[src/rtl/serial_sub_if.sv]
// Handshake and operand/result bundle for the serial subtractor.
// master drives the request side; slave is the subtractor itself.
interface serial_sub_if #(
  parameter int WIDTH = 8
);
  logic             start;
  logic [WIDTH-1:0] a;
  logic [WIDTH-1:0] b;
  logic             bin;
  logic             mode;
  logic             busy;
  logic             done;
  logic [WIDTH-1:0] diff;
  logic             bout;
  logic             ovf;

  modport master (
    output start, a, b, bin, mode,
    input  busy, done, diff, bout, ovf
  );

  modport slave (
    input  start, a, b, bin, mode,
    output busy, done, diff, bout, ovf
  );
endinterface

[src/rtl/serial_sub.sv]
// Multi-cycle subtractor: STEP borrow-ripple bits per clock, LSB first.
// The result outputs change only when an operation completes.
module fs_cell (
  input  logic x,
  input  logic y,
  input  logic bi,
  output logic d,
  output logic bo
);
  assign d  = x ^ y ^ bi;
  assign bo = (~x & y) | (~(x ^ y) & bi);
endmodule

module serial_sub #(
  parameter int WIDTH = 8,
  parameter int STEP  = 1
) (
  input logic         clk,
  input logic         rst,
  serial_sub_if.slave bus
);
  localparam int N  = WIDTH / STEP;
  localparam int CW = (N > 1) ? $clog2(N) : 1;

  typedef enum logic [1:0] {IDLE, RUN, DONE} state_t;

  state_t           state;
  logic [WIDTH-1:0] xs, ys, acc, acc_nx;
  logic             x_msb, y_msb, br;
  logic [CW-1:0]    cnt;
  logic [STEP:0]    bc;
  logic [STEP-1:0]  dstep;

  // Borrow chain across the STEP cells handled in one clock.
  assign bc[0] = br;
  for (genvar i = 0; i < STEP; i++) begin : g_cell
    fs_cell u_cell (
      .x  (xs[i]),
      .y  (ys[i]),
      .bi (bc[i]),
      .d  (dstep[i]),
      .bo (bc[i+1])
    );
  end

  always_comb begin
    acc_nx = acc;
    acc_nx[cnt*STEP +: STEP] = dstep;
  end

  always_ff @(posedge clk) begin
    if (!rst) begin
      state    <= IDLE;
      xs       <= '0;
      ys       <= '0;
      acc      <= '0;
      x_msb    <= 1'b0;
      y_msb    <= 1'b0;
      br       <= 1'b0;
      cnt      <= '0;
      bus.busy <= 1'b0;
      bus.done <= 1'b0;
      bus.diff <= '0;
      bus.bout <= 1'b0;
      bus.ovf  <= 1'b0;
    end else begin
      case (state)
        IDLE, DONE: begin
          bus.done <= 1'b0;
          if (bus.start) begin
            xs       <= bus.mode ? bus.b : bus.a;
            ys       <= bus.mode ? bus.a : bus.b;
            x_msb    <= bus.mode ? bus.b[WIDTH-1] : bus.a[WIDTH-1];
            y_msb    <= bus.mode ? bus.a[WIDTH-1] : bus.b[WIDTH-1];
            br       <= bus.bin;
            acc      <= '0;
            cnt      <= '0;
            bus.busy <= 1'b1;
            state    <= RUN;
          end else begin
            state <= IDLE;
          end
        end
        RUN: begin
          xs  <= xs >> STEP;
          ys  <= ys >> STEP;
          br  <= bc[STEP];
          acc <= acc_nx;
          cnt <= cnt + 1'b1;
          if (cnt == CW'(N - 1)) begin
            bus.diff <= acc_nx;
            bus.bout <= bc[STEP];
            bus.ovf  <= (x_msb != y_msb) && (acc_nx[WIDTH-1] != x_msb);
            bus.busy <= 1'b0;
            bus.done <= 1'b1;
            state    <= DONE;
          end
        end
        default: state <= IDLE;
      endcase
    end
  end
endmodule

[src/flat_wrapper.sv]
// flat-port wrapper written by rule: the top's interface ports become plain ports
module serial_sub_flat 
#(
  parameter int WIDTH = 8,
  parameter int STEP  = 1
)
  (clk, rst, bus_start, bus_a, bus_b, bus_bin, bus_mode, bus_busy, bus_done, bus_diff, bus_bout, bus_ovf);
  serial_sub_if #(.WIDTH(WIDTH)) bus_i ();
  input logic clk;
  input logic rst;
  input wire logic [$bits(bus_i.start)-1:0] bus_start;
  input wire logic [$bits(bus_i.a)-1:0] bus_a;
  input wire logic [$bits(bus_i.b)-1:0] bus_b;
  input wire logic [$bits(bus_i.bin)-1:0] bus_bin;
  input wire logic [$bits(bus_i.mode)-1:0] bus_mode;
  output wire logic [$bits(bus_i.busy)-1:0] bus_busy;
  output wire logic [$bits(bus_i.done)-1:0] bus_done;
  output wire logic [$bits(bus_i.diff)-1:0] bus_diff;
  output wire logic [$bits(bus_i.bout)-1:0] bus_bout;
  output wire logic [$bits(bus_i.ovf)-1:0] bus_ovf;
  assign bus_i.start = bus_start;
  assign bus_i.a = bus_a;
  assign bus_i.b = bus_b;
  assign bus_i.bin = bus_bin;
  assign bus_i.mode = bus_mode;
  assign bus_busy = bus_i.busy;
  assign bus_done = bus_i.done;
  assign bus_diff = bus_i.diff;
  assign bus_bout = bus_i.bout;
  assign bus_ovf = bus_i.ovf;
  serial_sub #(.WIDTH(WIDTH), .STEP(STEP)) u_core (.clk(clk), .rst(rst), .bus(bus_i));
endmodule
[config.mk]
export PLATFORM = sky130hd
export DESIGN_NAME = serial_sub_flat
export DESIGN_NICKNAME = d
export VERILOG_FILES = /design/src/rtl/serial_sub_if.sv /design/src/rtl/serial_sub.sv /design/src/flat_wrapper.sv
export SDC_FILE = /design/constraint.sdc
export NUM_CORES = 1
export LEC_CHECK = 0
export CAP_MARGIN = 40
export CORE_ASPECT_RATIO = 0.6
export CORE_MARGIN = 5
export CORE_UTILIZATION = 45
export DETAILED_ROUTE_END_ITERATION = 8
export PLACE_DENSITY = 0.68
export SLEW_MARGIN = 20
export SYNTH_ARGS = -nofsm -noshare
export SYNTH_HDL_FRONTEND = slang
export SYNTH_SLANG_ARGS = --single-unit
[constraint.sdc]
create_clock -name clk -period 3.6 [get_ports clk]
set_input_delay 0.36 -clock clk [delete_from_list [all_inputs] [get_ports clk]]
set_output_delay 0.36 -clock clk [all_outputs]
set_load 0.005 [all_outputs]
After elaboration in Yosys (flattened, before gate mapping)
Index checks and enable logic that the tools add are counted. W data, S select, Z words.

Bits in registers: 44. Input bits: 21. Logic and storage cells: 63.

$add $sub $neg: 2. Eq/ne operators: 7. Shift operators: 2. Mux-type cells: 23. Bitwise operators: 7. Reductions and logical operators: 9.

Operator list (number): $pmux W8 S2 (3); $mux W8 (5); $neg A3 Y34 (1); $shift A1 B34 Y8 const A (1); $shiftx A1 B34 Y8 (1); $bwmux W8 (1); $reduce_and A2 Y1 (4); $mux W1 (7); $pmux W1 S2 (3); $pmux W3 S2 (1); $pmux W2 S2 (1); $add A3 B1 Y3 const B (1); $eq A3 B3 Y1 const B (1); $mux W3 (1); $reduce_and A3 Y1 (1); $and A1 B1 Y1 (2); $eq A2 B1 Y1 const B (1); $eq A2 B2 Y1 const B (1); $logic_not A2 Y1 (1); $mux W2 (1); $ne A1 B1 Y1 (2); $ne A2 B1 Y1 const B (1); $ne A2 B2 Y1 const B (1); $not A1 Y1 (2); other kinds (5) (6).

Depth between registers and ports, before layout
Gate-level depths: netlist of run 1.

Depth after elaboration: 6. Gate-level depth with buffers: 9. Gate-level depth less buffers: 7.

Hierarchy
A second synthesis of run 1 with hierarchy kept.

Cell total of the unflattened synthesis: 252. Area total of the unflattened synthesis: 2248.4 µm².

By module, submodules not included: serial_sub (instances 1, cells each 248, area an instance 2217.1 µm²); fs_cell (instances 1, cells each 4, area an instance 31.3 µm²).

Worst setup path after synthesis of run 1
Ideal clock, no wire load.

Path kind: register to register. Start point: register u_core.cnt[0]. End point: register u_core.acc[4]. Library setup time: 70 ps. Data arrival time: 2064 ps. Slack: 1466 ps. Stages on the path, launching flop included: 9. Path through: dfxtp_1 > buf_6 > inv_1 > ha_1 > ha_1 > or4b_4 > a21oi_4 > mux2_1 > a21boi_1.

Cells in the longest elaborated chain, start to end: 4.

Ends and longest elaborated chain: start: declaration (line serial_sub.sv:30) `logic [CW-1:0] cnt;`; start signal: assignment (line serial_sub.sv:89) `cnt <= cnt + 1'b1;`; $neg A3 Y34 (*) (line serial_sub.sv:48) `acc_nx[cnt*STEP +: STEP] = dstep;`; $shiftx A1 B34 Y8 or $shift A1 B34 Y8 (tied branches) (line serial_sub.sv:48); $bwmux W8 (*) (line serial_sub.sv:48); $pmux W8 S2 (*) (line serial_sub.sv:67) `case (state)`; end signal: assignment (line serial_sub.sv:88) `acc <= acc_nx;`; end: declaration (line serial_sub.sv:28) `logic [WIDTH-1:0] xs, ys, acc, acc_nx;`.

Mark *: on every way between the ends. The rest lies on a longest branch, timed or not. A chain may end at the register's enable or synchronous reset.

Worst setup path after layout of run 1
Ends and elaborated chain as after synthesis.

==> run_results.csv, run 1 <==
group,metric,value,unit
run_status,outcome,"complete, no violations",
finish,syn_to_final_growth,19.8,%
yosys,yosysMostFrequentCell,"dfxtp_1",
placed_design,gp_congestion,0.807,
clocking,cts_buffer_depth,2,
floorplan,dieArea,6560,um2
job,max_cap_viol_count,0,
finish,stdcell_area,2700,um2
pwr,power_density,374,nW/um2
global_routing,grt-ovfl-total,0,
clocking,cts_setup_buffers,0,
floorplan,ios,33,
sta,slew_violations,0,
route,drtIter0Drc,143,
yosys,synth_top_cell_area_share,39.2,%
sta,worstMarginPinSlew,711,ps
finish,fillCellCount,445,
floorplan,fp.dieH,64.8,um
clocking,root_buffer,"clkbuf_8",
clocking,cts_max_level,2,
clocking,clock_sinks,44,
worst_setup_path,critPathMaxStageDelay,550,ps
sta,clock_skew,9.58,ps
pwr,peakVddDrop,0.235,mV
worst_setup_path,arrival,2810,ps
global_routing,track_usage,16.1,%
clocking,holdBufCountCts,0,
sta,maxSlewHeadroom,52.6,%
worst_setup_path,path_buf_inv,1,
global_routing,grt_pass1_vias,1767,
yosys,synth_edf_count,0,
yosys,syn_inst,252,
route,drt-vias-per-instance,5.52,
worst_setup_path,worst_setup_path_start_kind,"flop",
floorplan,chipWidth,101,um
yosys,synth_area,2250,um2
finish,final-seq-area,881,um2
placed_design,dp_hpwl,3520,um
yosys,async_flop_share,0,%
placed_design,numPortBuffers,32,
worst_setup_path,cpLargestDelayFamily,"adder cells",
floorplan,rows,19,
worst_setup_path,crit_required,3840,ps
sta,rsz0062_at_grt,"no",
yosys,synthTopCellsByCount,"dfxtp_1 (44), nor2_1 (22), nor2b_1 (22)",
worst_setup_path,worstSetupPathType,"reg -> reg",
yosys,synth_seq_cells,44,
worst_hold_path,hold_path.class,"reg -> reg",
clocking,clk_pin_slew,80,ps
floorplan,start_util,47.8,%
route,ant_nets,0,
global_routing,grt_max_degree,33,
global_routing,antenna_found_initial,0,
worst_setup_path,worst_setup_path_end_kind,"flop",
route,dr.pass1.iters,4,
yosys,synth.area.top_cells,"dfxtp_1 (39%), mux2i_1 (8.5%), nor2b_1 (6.1%), a221oi_1 (5.8%), ha_1 (4.4%)",
sta,min_period,2570,ps
finish,diodes,0,
pwr,p_leak,1.02,nW
sta,post-route-period-util,71.4,%
clocking,cts_resized,0,
yosys,syn_nets,282,
global_routing,grt_pass1_wl,8440,um
sta,setup_viol,0,
worst_setup_path,slowest_stage,"dfxtp_1",
clocking,cts_buffers,5,
yosys,ys_warn_count,0,
route,drc,0,
yosys,synth_ff_type,"dfxtp_1",
worst_setup_path,crit_chain,"inv_1 > ha_1 > ha_1 > or4b_4 > a21oi_4 > mux2_1 > a21boi_1",
worst_setup_path,crit_path_max_fanout,12,
clocking,cts_tree,"built",
clocking,clk_latency,300,ps
sta,fmax,389,MHz
yosys,avgSynthCellArea,8.93,um2
floorplan,core,4710,um2
finish,multiInputGateArea,1250,um2
sta,fin_setup_tns,0,ps
worst_setup_path,critical_path.most_common_cell,"ha_1",
yosys,synth_top_area_cell,"dfxtp_1",
route,vias,1881,
yosys,yosysSeqAreaShare,39.2,%
route,drt_wl_total,4950,um
finish,nNetsFinal,307,
finish,drive_gt1_share,5.04,%
route,drt-wirelength-per-cell,14.5,um
sta,hold_viol_final,0,
placed_design,post_dp_cell_area,2610,um2
yosys,ys_types,44,
[layout make-up]
cell class / instances / share of cell area (%)
sequential: 44 / 32.7
timing repair buffer: 37 / 13.8
tap: 63 / 2.92
clock buffer: 8 / 3.34
multi-input combinational: 183 / 46.4
inverter: 6 / 0.836
[worst register-to-register path: stages, from the launching register on]
cell	delay, ps
dfxtp_1	550
inv_1	140
ha_1	240
ha_1	460
or4b_4	520
a21oi_4	150
mux2_1	330
a21boi_1	120
[final timing paths]
| kind | from | to | slack, ps | depth (start not counted) |
|---|---|---|---|---|
| worst max-delay path | u_core.cnt[0]$_SDFFE_PN0P_ | u_core.acc[4]$_SDFFE_PN0P_ | 1030 | 7 |
| worst max register to register | u_core.cnt[0]$_SDFFE_PN0P_ | u_core.acc[4]$_SDFFE_PN0P_ | 1030 | 7 |
| worst min register to register | u_core.acc[0]$_SDFFE_PN0P_ | u_core.bus.diff[0]$_SDFFE_PN0P_ | 470 | 2 |
| worst min-delay path | u_core.acc[0]$_SDFFE_PN0P_ | u_core.bus.diff[0]$_SDFFE_PN0P_ | 470 | 2 |
[cells in the final DEF (no fill, tap or decap), types with 2 or more instances in the layout]
cell,synthesis,layout
clkbuf_1,11,2
and3_1,2,2
nand3b_1,5,5
a21boi_0,4,4
a221oi_1,15,15
clkdlybuf4s50_1,0,32
and2_1,3,3
inv_1,6,6
nor3_1,7,7
nand2_1,18,18
o31ai_1,2,2
buf_4,1,3
mux2i_1,19,19
dfxtp_1,44,44
nand3_1,5,5
buf_8,0,2
a211oi_1,2,2
clkbuf_8,0,6
nand2b_1,3,3
a21oi_1,11,11
nor2b_1,22,22
nor2_1,22,22
o211a_1,2,2
nand4_1,2,2
o21ai_0,12,12
ha_1,8,8
[metrics by stage]
step           util [%]  worst slack [ps]  hold slack (ps)  total power [mW]  instances
2_1_floorplan         -              1470              448             0.642        252
4_1_cts            57.3              1030              476              1.02        341
5_1_grt            57.3               884              499              1.06        341
3_5_place_dp       55.3              1050              463             0.700        333
3_3_place_gp       54.7              1100              462             0.692        331
6_report           57.3              1030              474              1.01        341
[per-layer routing]
layer / global-route usage (%) / vias to the layer above / part of all wire, %
met3: 4.18 / 7 / 4.0
met5: 0 / - / 0
met1: 24.9 / 889 / 56
li1: - / 952 / -
met4: 4.98 / 0 / 1.1
met2: 21.3 / 33 / 39
[registers in the layout, summed over array words and instances, names as in the netlist]
register	cells
u_core.acc	8
u_core.br	1
u_core.bus.bout	1
u_core.bus.busy	1
u_core.bus.diff	8
u_core.bus.done	1
u_core.bus.ovf	1
u_core.cnt	3
u_core.state	2
u_core.x_msb	1
u_core.xs	8
u_core.y_msb	1
u_core.ys	8
[power by group]
group / total (mW) / switching (mW) / internal, mW / leakage [nW]
logic: 0.168 / 0.0891 / 0.0785 / 0.616
clock network: 0.318 / 0.162 / 0.157 / 0.0455
registers: 0.522 / 0.0154 / 0.507 / 0.358
[kinds of logic after synthesis]
logic type	synth area share, %
compound gates	18.5
fa+ha+maj	5.34
buf+inv	5.28
flops	39.2
mux	8.95
simple gates	22.8
No activity file was read; power rests on OpenSTA's default activity.
==> run 2, diff against run 1 <==
Settings changed: PLACE_DENSITY 0.68 to 0.71.
Clock period 3.6 ns to 2.1 ns, I/O delays scaled along.
==> run 2 against run 1 <==
Global-route usage rose by 1.2 points. Worst setup slack got worse by 990 ps. Via count rose by 4.2%. Register-to-register slack got worse by 990 ps. Critical path depth did not move. Sequential share of layout area fell by 1.1 points. Non-clock buffer count rose by 11. Flip-flop and latch count did not move. Clock power rose by 78%. Sequential power rose by 70%.
==> run_results.csv, run 2 (synthesis results as in run 1) <==
group,metric,value,unit
finish,drive_gt1_share,11.4,%
worst_setup_path,crit_start,"u_core.cnt[0]$_SDFFE_PN0P_",
pwr,power_frac_seq,50.3,%
route,drt_wl_total,5310,um
pwr,peakVddDrop,0.335,mV
sta,holdWs,474,ps
pwr,netSwitchingPower,0.482,mW
clocking,cts_buffers,5,
worst_setup_path,rrSetupSlack,40,ps
floorplan,dieArea,6560,um2
pwr,p_leak,1.07,nW
sta,setup_viol,0,
clocking,cts_tree,"built",
finish,multiInputGateArea,1280,um2
finish,fillCellCount,430,
run_status,outcome,"complete, no violations",
placed_design,dp_hpwl,3790,um
placed_design,gp_congestion,0.791,
sta,rsz0062_at_grt,"no",
sta,worstMarginPinSlew,560,ps
sta,slew_violations,0,
floorplan,core,4710,um2
worst_setup_path,timing.rr.start,"u_core.cnt[0]$_SDFFE_PN0P_",
global_routing,antenna_found_initial,0,
clocking,clk_pin_slew,80,ps
route,drt-vias-per-instance,5.57,
route,vias,1960,
clocking,clk_latency,300,ps
worst_setup_path,crit_required,2330,ps
clocking,holdBufCountCts,0,
floorplan,chipWidth,101,um
job,max_cap_viol_count,0,
pwr,internal_power,1.29,mW
floorplan,fp.dieH,64.8,um
pwr,p_clk_share,32.0,%
finish,diodes,0,
worst_hold_path,holdCritStartpoint,"u_core.acc[0]$_SDFFE_PN0P_",
sta,min_period,2060,ps
finish,final_common_cell,"dfxtp_1",
global_routing,grt_pass1_vias,1863,
finish,syn_to_final_growth,24.3,%
placed_design,numPortBuffers,32,
route,drtIter0Drc,91,
clocking,cts_max_level,2,
clocking,clock_sinks,44,
worst_setup_path,worst_setup_path_start_kind,"flop",
floorplan,start_util,47.8,%
sta,post-route-period-util,97.9,%
pwr,p_sw_share,27.3,%
finish,nNetsFinal,318,
pwr,p_comb_share,17.7,%
route,dr.pass1.iters,4,
worst_setup_path,crit_path_max_fanout,4,
finish,final-seq-area,883,um2
worst_setup_path,worstSetupPathType,"reg -> reg",
sta,maxSlewHeadroom,62.4,%
route,drt-wirelength-per-cell,15.1,um
sta,hold_viol_final,0,
sta,fmax,486,MHz
floorplan,rows,19,
route,drc,0,
pwr,power_density,632,nW/um2
route,ant_nets,0,
floorplan,ios,33,
worst_hold_path,hold_path.class,"reg -> reg",
global_routing,grt-ovfl-total,0,
global_routing,track_usage,17.3,%
clocking,cts_buffer_depth,2,
sta,clock_skew,5.16,ps
placed_design,place_ws,11.5,ps
finish,final_cell_mix,"dfxtp_1 (42), clkdlybuf4s50_1 (32), nor2b_1 (22), nor2_1 (22), mux2i_1 (19)",
sta,postLayoutSetupSlackWorst,43.2,ps
clocking,root_buffer,"clkbuf_8",
worst_setup_path,arrival,2290,ps
global_routing,grt_max_degree,29,
sta,fin_setup_tns,0,ps
global_routing,grt_pass1_wl,8980,um
worst_setup_path,worst_setup_path_end_kind,"flop",
==> run 2: cell types whose count changed in the layout (fill, tap and decap cells not counted), sizes merged <==
cell	delta
clkinvlp	+1
clkbuf	-1
buf	+11
==> run 2: metrics by stage <==
stage | cell area (um2) | cells | power (mW) | util [%]
after floorplan | 2250 | 252 | 1.10 | -
after global routing | 2800 | 352 | 1.85 | 59.4
after CTS | 2770 | 352 | 1.77 | 58.9
final | 2800 | 352 | 1.77 | 59.4
after detailed placement | 2680 | 344 | 1.21 | 56.8
after global placement | 2680 | 344 | 1.20 | 56.8
==> run 2: power groups by stage <==
stage | combinational [mW] | clock [mW] | sequential (mW)
after CTS | 0.308 | 0.575 | 0.889
after global placement | 0.297 | 0 | 0.908
after detailed placement | 0.304 | 0 | 0.908
after floorplan | 0.196 | 0 | 0.905
final | 0.313 | 0.565 | 0.890
after global routing | 0.350 | 0.607 | 0.895
==> run 2: timing repair <==
action / in CTS / in global routing
pin swaps: 1 / 2
hold endpoints to repair: 0 / 0
gates resized for setup: 2 / 3
setup buffers: 0 / 0
setup endpoints to repair: 1 / 5
==> run 2: path summary, 6_finish.rpt <==
path	endpoint	cells past startpoint
max	u_core.acc[4]$_SDFFE_PN0P_	7
min	u_core.bus.diff[0]$_SDFFE_PN0P_	2
max reg2reg	u_core.acc[4]$_SDFFE_PN0P_	7
min reg2reg	u_core.bus.diff[0]$_SDFFE_PN0P_	2
==> run 2: final cells by class <==
class	instances	share of cell area, %
multi-input cells	183	45.7
flip-flops and latches	44	31.6
repair buffers	48	15.7
clock buffers	7	3.09
well taps	63	2.82
inverters	6	0.805
clock inverters	1	0.268
==> run 2: metal layers <==
metal / routed length [um] / vias up / global-route usage [%] / share of wire (%)
li1: - / 974 / - / -
met3: 322 / 10 / 3.97 / 6.1
met5: 0 / - / 0 / 0
met4: 100 / 0 / 6.14 / 1.9
met1: 2750 / 925 / 25.8 / 52
met2: 2140 / 51 / 24.2 / 40
==> run 2: worst max-delay path, stage by stage, from the launching register on <==
cell	delay, ps
dfxtp_2	330
inv_1	80
ha_2	210
ha_2	200
or4b_4	530
a21oi_4	150
mux2_1	330
a21boi_1	150
==> run 3, diff against run 2 <==
Settings changed: CORE_ASPECT_RATIO 0.6 to unset, CORE_MARGIN 5 to 2, CTS_BUF_LIST set to sky130_fd_sc_hd__clkbuf_16.
==> run 3 against run 2 <==
Register-to-register slack improved by 30 ps. Die area fell by 15%. Clock skew rose by 0.75 ps. Power rose by 16%. Critical path depth did not move. Highest routed layer unchanged.
==> run_results.csv, run 3 (synthesis results as in run 1) <==
group,metric,value,unit
run_status,outcome,"complete, no violations",
global_routing,grt_pass1_wl,7990,um
placed_design,dp_hpwl,3260,um
sta,hold_viol_final,0,
floorplan,chipWidth,74.7,um
global_routing,grt_pass1_vias,1753,
clocking,cts_buffers,5,
pwr,peakVddDrop,0.383,mV
worst_setup_path,worstSetupPathType,"reg -> reg",
finish,syn_to_final_growth,26.5,%
clocking,cts_buffer_depth,2,
worst_setup_path,crit_path_max_fanout,3,
route,ant_nets,0,
clocking,cts_setup_buffers,0,
sta,post-route-period-util,96.7,%
floorplan,rows,25,
route,drc,0,
clocking,root_buffer,"clkbuf_16",
route,drt-vias-per-instance,5.42,
route,vias,1915,
placed_design,numPortBuffers,32,
placed_design,post_dp_cell_area,2680,um2
finish,fillCellCount,418,
clocking,clk_pin_slew,60,ps
sta,clock_skew,5.91,ps
finish,stdcell_area,2850,um2
sta,fin_setup_tns,0,ps
worst_hold_path,hold_path.class,"reg -> reg",
sta,fmax,492,MHz
floorplan,core,4790,um2
placed_design,gp_congestion,0.856,
pwr,p_leak,1.11,nW
pwr,power_density,723,nW/um2
floorplan,ios,33,
pwr,total_power,2.06,mW
global_routing,antenna_found_initial,0,
worst_setup_path,worst_setup_path_start_kind,"flop",
route,drt-wirelength-per-cell,13.2,um
finish,final_common_cell,"dfxtp_1",
sta,min_period,2030,ps
worst_setup_path,crit_required,2320,ps
sta,slew_violations,0,
finish,nNetsFinal,315,
floorplan,start_util,47.0,%
job,max_cap_viol_count,0,
sta,worstMarginPinSlew,492,ps
finish,multiInputGateArea,1250,um2
sta,setup_viol,0,
floorplan,dieArea,5580,um2
clocking,cts_resized,0,
route,drtIter0Drc,159,
finish,stdcell_count,353,
placed_design,dp.cells,345,
finish,final-seq-area,883,um2
clocking,holdBufCountCts,0,
worst_setup_path,worst_setup_path_end_kind,"flop",
finish,final_cell_mix,"dfxtp_1 (42), clkdlybuf4s50_1 (32), nor2b_1 (22), nor2_1 (22), mux2i_1 (19)",
route,dr.pass1.iters,4,
global_routing,track_usage,18.8,%
route,drt_wl_total,4660,um
global_routing,grt_max_degree,50,
worst_setup_path,arrival,2250,ps
global_routing,grt-ovfl-total,0,
finish,drive_gt1_share,8.74,%
sta,rsz0062_at_grt,"no",
sta,maxSlewHeadroom,67.2,%
clocking,clock_sinks,44,
clocking,clk_latency,290,ps
clocking,cts_tree,"built",
finish,diodes,0,
clocking,cts_max_level,2,
floorplan,fp.dieH,74.7,um
[run 3: cell count changes in the layout (fill, tap and decap cells not counted), sizes merged]
| cell | delta |
|---|---|
| buf | -3 |
| clkbuf | -2 |
| bufinv | +1 |
| clkinv | +1 |
| clkinvlp | -1 |
| inv | +1 |
[run 3: path summary, 6_finish.rpt]
check,slack (ps),from,depth (start not counted),end
setup reg to reg,70,u_core.cnt[0]$_SDFFE_PN0P_,7,u_core.acc[4]$_SDFFE_PN0P_
hold reg to reg,470,u_core.bus.done$_SDFFE_PN0P_,2,u_core.bus.done$_SDFFE_PN0P_
hold / removal,470,u_core.bus.done$_SDFFE_PN0P_,2,u_core.bus.done$_SDFFE_PN0P_
setup / recovery,70,u_core.cnt[0]$_SDFFE_PN0P_,7,u_core.acc[4]$_SDFFE_PN0P_
[run 3: layout make-up]
cell class	instances	area share, %
Sequential cell	44	31.0
Timing Repair Buffer	45	15.6
Clock inverter	3	1.36
Inverter	6	0.791
Multi-Input combinational cell	183	43.9
Clock buffer	5	4.40
Tap cell	67	2.95
[run 3: metrics by stage]
stage	worst slack, ps	hold WS (ps)	utilization, %
3_5_place_dp	73.4	466	56.1
5_1_grt	0.177	499	59.5
3_3_place_gp	135	459	56.1
2_1_floorplan	10.5	387	-
4_1_cts	59.3	478	59.5
6_report	69.2	472	59.5
[run 3: worst max-delay path, stage by stage (launching register included)]
cell	delay [ps]
dfxtp_2	320
inv_1	60
ha_1	220
ha_1	300
or4b_4	470
a21oi_4	150
mux2_1	330
a21boi_1	120
[run 3: where the power goes]
group / switching (mW) / internal [mW]
Combinational: 0.158 / 0.146
Sequential: 0.0214 / 0.870
Clock: 0.307 / 0.554
[run 3: per-layer routing]
layer  global-route usage [%]  wire length, um  up-vias
li1                         -                -      974
met1                     26.0             2290      897
met2                     29.0             2130       37
met3                     3.61              165        7
met4                     7.34               68        0
met5                        0                0        -
